**src/rtl/counter_arbiter.sv**
```systemverilog
// counter_arbiter: round-robin scheduler that lends one shared WIDTH-bit
// up-counter to NREQ requesters, one timed interval at a time.
module counter_arbiter #(
  parameter int NREQ  = 4,
  parameter int WIDTH = 5
) (
  input  logic                    clk,
  input  logic                    rst,
  input  logic [NREQ-1:0]         req,
  input  logic [NREQ*WIDTH-1:0]   len,
  output logic [NREQ-1:0]         gnt,
  output logic [NREQ-1:0]         done,
  output logic                    busy,
  output logic [WIDTH-1:0]        cnt
);

  localparam int IW = (NREQ > 1) ? $clog2(NREQ) : 1;

  typedef enum logic [1:0] {
    IDLE = 2'd0,
    RUN  = 2'd1,
    DONE = 2'd2
  } state_t;

  state_t           state, state_nxt;
  logic [IW-1:0]    ptr, ptr_nxt;
  logic [IW-1:0]    win_idx, win_nxt;
  logic [IW-1:0]    pick;
  logic [WIDTH-1:0] len_q, len_nxt;
  logic [WIDTH-1:0] cnt_nxt;

  // Next round-robin position after index i, wrapping at NREQ-1.
  function automatic logic [IW-1:0] wrap_inc(input logic [IW-1:0] i);
    if (int'(i) == NREQ - 1)
      return '0;
    else
      return i + 1'b1;
  endfunction

  // Round-robin pick: first active requester at or above ptr, modulo NREQ.
  // Scanning from the far end lets the closest hit overwrite earlier ones.
  always_comb begin
    int t;
    t    = 0;
    pick = '0;
    for (int k = NREQ - 1; k >= 0; k--) begin
      t = int'(ptr) + k;
      if (t >= NREQ)
        t = t - NREQ;
      if (req[t])
        pick = IW'(t);
    end
  end

  // Next-state logic; abort outranks the terminal-count check in RUN.
  always_comb begin
    state_nxt = state;
    ptr_nxt   = ptr;
    win_nxt   = win_idx;
    len_nxt   = len_q;
    cnt_nxt   = cnt;
    unique case (state)
      IDLE: begin
        if (|req) begin
          win_nxt   = pick;
          len_nxt   = len[int'(pick)*WIDTH +: WIDTH];
          cnt_nxt   = '0;
          state_nxt = RUN;
        end
      end
      RUN: begin
        if (!req[win_idx]) begin
          ptr_nxt   = wrap_inc(win_idx);
          state_nxt = IDLE;
        end else if (cnt == len_q) begin
          state_nxt = DONE;
        end else begin
          cnt_nxt = cnt + 1'b1;
        end
      end
      DONE: begin
        ptr_nxt   = wrap_inc(win_idx);
        state_nxt = IDLE;
      end
      default: begin
        state_nxt = IDLE;
      end
    endcase
  end

  // State, pointer, winner, latched length and shared counter registers.
  always_ff @(posedge clk) begin
    if (rst) begin
      state   <= IDLE;
      ptr     <= '0;
      win_idx <= '0;
      len_q   <= '0;
      cnt     <= '0;
    end else begin
      state   <= state_nxt;
      ptr     <= ptr_nxt;
      win_idx <= win_nxt;
      len_q   <= len_nxt;
      cnt     <= cnt_nxt;
    end
  end

  // Outputs decode registered state only, so req never reaches gnt/done
  // through combinational logic.
  always_comb begin
    gnt  = '0;
    done = '0;
    busy = (state != IDLE);
    if (state == RUN)
      gnt[win_idx] = 1'b1;
    if (state == DONE)
      done[win_idx] = 1'b1;
  end

endmodule

```
**config.mk**
```make
export PLATFORM = sky130hd
export DESIGN_NAME = counter_arbiter
export DESIGN_NICKNAME = d
export VERILOG_FILES = /design/src/rtl/counter_arbiter.sv
export SDC_FILE = /design/constraint.sdc
export NUM_CORES = 1
export LEC_CHECK = 0
export CAP_MARGIN = 10
export CORE_ASPECT_RATIO = 0.7
export CORE_MARGIN = 2
export CORE_UTILIZATION = 46
export DETAILED_ROUTE_END_ITERATION = 7
export PLACE_DENSITY = 0.9
export SLEW_MARGIN = 5
export SYNTH_ARGS = -nofsm -noshare
export SYNTH_HDL_FRONTEND = slang
export SYNTH_SLANG_ARGS = --single-unit
```
**constraint.sdc**
```tcl
create_clock -name clk -period 5.4 [get_ports clk]
set_clock_uncertainty 0.2 [all_clocks]
set_input_delay 1.08 -clock clk [delete_from_list [all_inputs] [get_ports clk]]
set_output_delay 1.08 -clock clk [all_outputs]
set_load 0.01 [all_outputs]
```
Word-level counts from Yosys, hierarchy flattened
Cells that the tools add are included.
- add/sub/neg operators: 9
- $mul: 1
- $lt $le $gt $ge: 10
- eq/ne operators: 9
- shifts and indexed selects: 1
- multiplexer cells: 37
- reduce and logical (&&, ||, !) cells: 10
- operators with widths (kind ; number):
    32-bit by 4-bit < comparator with 1-bit output, second input constant ; 4
    32-bit 2-to-1 mux ; 4
    20-bit by 6-bit variable part select with 5-bit output ; 1
    2-bit 2-to-1 mux ; 9
    5-bit 2-to-1 mux ; 3
    3-bit by 3-bit subtractor with 4-bit output, second input constant ; 3
    1-bit binary-select mux with 2-bit select ; 5
    1-bit 2-to-1 mux ; 10
    5-bit one-hot mux with 2 select lines ; 1
    3-bit >= comparator, second input constant ; 3
    4-bit 2-to-1 mux ; 2
    2-bit inequality test, second input constant ; 4
    2-bit one-hot mux with 2 select lines ; 2
    2-bit by 2-bit adder with 3-bit output, second input constant ; 2
    2-bit AND reduction ; 3
    2-bit nonzero test ; 3
    5-bit by 1-bit adder with 5-bit output, second input constant ; 1
    5-bit equality test ; 1
    2-bit by 3-bit multiplier with 5-bit output, second input constant ; 1
    2-bit by 1-bit equality test with 1-bit output, second input constant ; 2
    4-bit AND reduction ; 1
    4-bit OR reduction ; 1
    2-bit by 3-bit subtractor with 4-bit output, second input constant ; 1
    2-bit by 1-bit adder with 3-bit output, second input constant ; 1
    9 further kinds ; 9
- bits in registers: 16
- input bits: 26
- output and inout port bits: 14
- logic and storage cells: 82

Depth between registers and ports, before layout
- depth in word-level cells: 12
- gate-level depth with buffers: 6
- gate-level depth less buffers: 5

Worst setup path after synthesis
OpenSTA, ideal clock, no wires.
- kind: input port to flip-flop
- from: in req[3]
- to: reg cnt[1]
- library setup time: 0.117 ns
- arrival: 2.068 ns
- required time: 5.083 ns
- path slack: 3.016 ns
- stages on the path: 5
- buffers on the path: 0
- path through: mux4_2 -> nand2_1 -> o2bb2ai_4 -> mux2i_1 -> nor2_1
- longest elaborated chain between the ends: 4
- elaborated cells on any way between the ends: 6
- those cells by class: 2 x eq/ne; 2 x mux; 2 x reduce/logical
- RTL lines (element ; RTL line ; source):
    start, declared ; 9 ; input logic [NREQ-1:0] req,
    1-bit binary-select mux with 2-bit select ; 72 ; if (!req[win_idx]) begin
    1-bit 2-to-1 mux (implied by the code) ; 72 ;
    2-bit inequality test (no line) ; - ;
    4-bit AND reduction (no line) (*) ; - ;
    end signal, assigned ; 104 ; cnt <= cnt_nxt;
    end, declared ; 14 ; output logic [WIDTH-1:0] cnt
Every way passes the cells marked *; elsewhere a longest branch is shown, timed or not. The select of a mux whose other input is x is not followed.
A chain may end at the register's enable or synchronous reset.

Worst setup path in the final report
- from: reg win_idx[0]
- to: out gnt[2]
- longest elaborated chain between the ends: 5
- elaborated cells on any way between the ends: 6
- those cells by class: 2 x order compare; 3 x mux; 1 x reduce/logical
- RTL lines (element ; RTL line ; source):
    start, declared ; 27 ; logic [IW-1:0] win_idx, win_nxt;
    start signal, assigned ; 102 ; win_idx <= win_nxt;
    2-bit by 3-bit < comparator with 1-bit output (implied by the code) or 2-bit by 1-bit >= comparator with 1-bit output (tied branches) ; 115 ; gnt[win_idx] = 1'b1;
    1-bit logical AND (implied by the code) ; 115 ;
    1-bit 2-to-1 mux (implied by the code) ; 115 ;
    1-bit demux with 2-bit select (*) ; 115 ;
    4-bit 2-to-1 mux (*) ; 114 ; if (state == RUN)
    end, declared ; 11 ; output logic [NREQ-1:0] gnt,
Every way passes the cells marked *; elsewhere a longest branch is shown, timed or not.

==> metrics.md <==
| Metric | Value |
|---|---|
| Status | `finished clean` |
| Number of global-route vias before repair | `981` |
| Data arrival, critical path | `1.65 ns` |
| RSZ-0062 raised after global routing | `no` |
| CTS Root Cell | `clkbuf_4` |
| Die height | `43.9 um` |
| FILL cells | `174` |
| Most frequent cells after synthesis | `dfxtp_1 (16), mux2i_1 (15), nor2_1 (9), and2_1 (8)` |
| Number of synthesized flops with an enable pin | `0` |
| Synth warnings | `0` |
| Pin slew with the least headroom to its limit | `0.446 ns` |
| Ys async rst share | `0%` |
| CP max FO | `6` |
| Hold Vio Cnt, Final | `0` |
| Worst hold margin | `0.328 ns` |
| Layout cells sized above 1 | `4.52%` |
| Post-synth top flop | `dfxtp_1` |
| Internal Power | `0.281 mW` |
| Sw frac | `36.8%` |
| Worst-path cell chain | `inv_1, ha_1, and2_1, clkdlybuf4s50_1` |
| Logic gate share of total power | `49.5%` |
| Starting DRT DRC Count | `31` |
| DIE AREA | `0.00268 mm^2` |
| CP top delay family | `buffers and inverters` |
| Postcts setup bufs | `0` |
| Max stage delay cell, worst path | `clkdlybuf4s50_1` |
| Setup TNS | `0 ns` |
| Total vias in the final route | `981` |
| Critical path origin | `win_idx[0]` |
| Rows | `14` |
| Flop pwr share | `36.7%` |
| Syn avg cell area | `9.11 um^2` |
| Worst R2R End | `cnt[4]` |
| Detailed Route WL | `2420 um` |
| Layout area overhead | `42.1%` |
| PD cells | `299 mW/mm^2` |
| Final Critical Period | `2.93 ns` |
| Max Cap Violations | `0` |
| Post-synth cell types | `31` |
| DR vias/cell | `5.25` |
| Post-CTS sizing | `0` |
| Reg2reg start | `state[1]` |
| Total track usage | `20.5%` |
| Grt ovf | `0` |
| Area share of the largest cell type after synthesis | `30.6%` |
| Worst stage delay on the critical path | `0.47 ns` |
| Worst endpoint required time | `4.12 ns` |
| Htree depth | `1` |
| Num ports | `40` |
| CTS hold repair buffers | `0` |
| CORE AREA | `0.00215 mm^2` |
| Area leader, netlist | `dfxtp_1` |
| Reg-to-reg setup timing slack | `3.41 ns` |
| F_max | `0.341 GHz` |
| # clock sinks | `16` |
| Worst reg-to-reg path cell count | `5` |
| Post-route core utilization | `69.0%` |
| Period Utilization, post-route | `54.3%` |
| Slew HR | `70.2%` |
| N_diodes | `0` |
| # DRC | `0` |
| Post-DP HPWL | `1950 um` |
| Gp weighted congestion | `0.759` |
| Leak Pwr | `0.559 nW` |
| Mapped Area | `0.00105 mm^2` |
| CP Launch Type | `flip-flop` |
| Clock power share | `13.9%` |
| Initial antenna violation count | `0` |
| Placement Cell Area | `0.00146 mm^2` |
| CTS buffer count | `3` |
| Post-synthesis net count | `146` |
| Net switching power | `0.163 mW` |
| Design area | `0.00149 mm^2` |
| Worst-Skew Late Latency | `0.28 ns` |
| #FFs+latches synth | `16` |
| Sequential-to-total area share from yosys stat | `30.6%` |
| I/O Buffers | `39` |
| Crit path to | `gnt[2]` |
| Max Root-Sink Buffers | `2` |
| Worst Path Buf+Inv | `2` |
| CTS tree | `done` |
| Pre-antenna DRT Iters | `4` |
| Most frequent cell after synthesis | `dfxtp_1` |
| Largest net degree at the start of global routing | `14` |
| Final setup viols | `0` |
| WL/cell | `12.9 um` |
| Post-route ant nets | `0` |
| Worst vdd ir | `0.168 mV` |
| Die W | `61.0 um` |
| Synth Instances | `115` |
| Max-slew violations | `0` |
| CP Class | `reg2out` |
| Global-route wire length before repair | `4150 um` |
| Layout net count | `188` |
| Clock-pin transition on the worst setup and hold timing paths | `0.09 ns` |
| Crit. End Element | `output pin` |
| Synth area leaders | `dfxtp_1 (31%), mux2i_1 (14%), ha_1 (6.0%)` |
| WP depth | `4` |
| Initial core utilization | `48.6%` |
| Worst Hold Class | `reg2reg` |
power by group through the flow:
stage / Sequential [mW] / Combinational (mW) / Clock, mW
after CTS: 0.163 / 0.220 / 0.0631
final: 0.163 / 0.220 / 0.0617
after floorplan: 0.162 / 0.157 / 0
after global placement: 0.165 / 0.209 / 0
after detailed placement: 0.166 / 0.218 / 0
after global routing: 0.168 / 0.243 / 0.0672
registers in the layout (all words and copies together) (netlist names):
register  flops
cnt           5
len_q         5
ptr           2
state         2
win_idx       2
worst min-delay path: cells and delay by family, from the launching register on:
kind / cells / cell delay (ns)
compound gates: 2 / 0.14
flops: 1 / 0.34
final cells by class:
type | instances | area, um^2 | area share, %
multi-input combinational | 89 | 681 | 45.8
timing repair buffer | 40 | 398 | 26.7
inverter | 7 | 26.3 | 1.77
clock buffer | 3 | 22.5 | 1.51
sequential | 16 | 320 | 21.5
tap | 32 | 40.0 | 2.69
kinds of logic (layout without fill, tap and decap cells):
kind of cell | Yosys count | count (layout) | synth area share (%)
adders and majority gates | 5 | 5 | 5.97
and+or+nand+nor | 41 | 41 | 22.3
buffers and inverters | 10 | 50 | 4.42
xor gates and xnor gates | 6 | 6 | 5.02
muxes | 16 | 16 | 16.5
DFF | 16 | 16 | 30.6
AOI/OAI and AO/OA | 21 | 21 | 15.2
worst min-delay path by stage:
stage | startpoint | end | slack (ns) | depth (start not counted)
2_1_floorplan | ptr[0] | ptr[0] | 0.27 | 2
3_3_place_gp | ptr[0] | ptr[0] | 0.30 | 2
3_5_place_dp | len_q[0] | len_q[0] | 0.31 | 2
4_1_cts | cnt[4] | cnt[4] | 0.33 | 2
5_1_grt | cnt[4] | cnt[4] | 0.37 | 2
6_report | cnt[4] | cnt[4] | 0.33 | 2
routing by layer:
metal  vias up  wire (um)  global-route usage (%)
met3         2        143                    3.28
met1       450       1050                    26.8
met5         -          0                       0
met4         0         24                    6.52
met2        37       1200                    34.3
li1        492          -                       -
placed cells by master (no fill, tap or decap), drive strengths merged:
master | Yosys | routed
dfxtp | 16 | 16
o2bb2ai | 1 | 1
and2b | 1 | 1
mux4 | 1 | 1
or3 | 3 | 3
a21o | 1 | 1
inv | 7 | 7
nand2b | 3 | 3
or2 | 2 | 2
xor2 | 1 | 1
o211ai | 1 | 1
a21oi | 7 | 7
o21ai | 4 | 4
nand2 | 3 | 3
and2 | 8 | 8
mux2i | 15 | 15
nor4 | 2 | 2
a22o | 1 | 1
a221oi | 1 | 1
buf | 2 | 1
clkbuf | 1 | 3
nand3b | 5 | 5
or2b | 1 | 1
clkdlybuf4s50 | 0 | 39
xnor2 | 5 | 5
ha | 5 | 5
nor2 | 9 | 9
nand3 | 3 | 3
o221ai | 5 | 5
nor2b | 1 | 1
stage by stage:
stage	std cells	total power [mW]	worst slack [ns]
after global routing	187	0.478	2.33
after floorplan	115	0.319	3.02
after detailed placement	183	0.384	1.73
after global placement	183	0.374	1.95
final	187	0.444	2.47
after CTS	186	0.446	2.03
(Power assumes the default switching activity.)
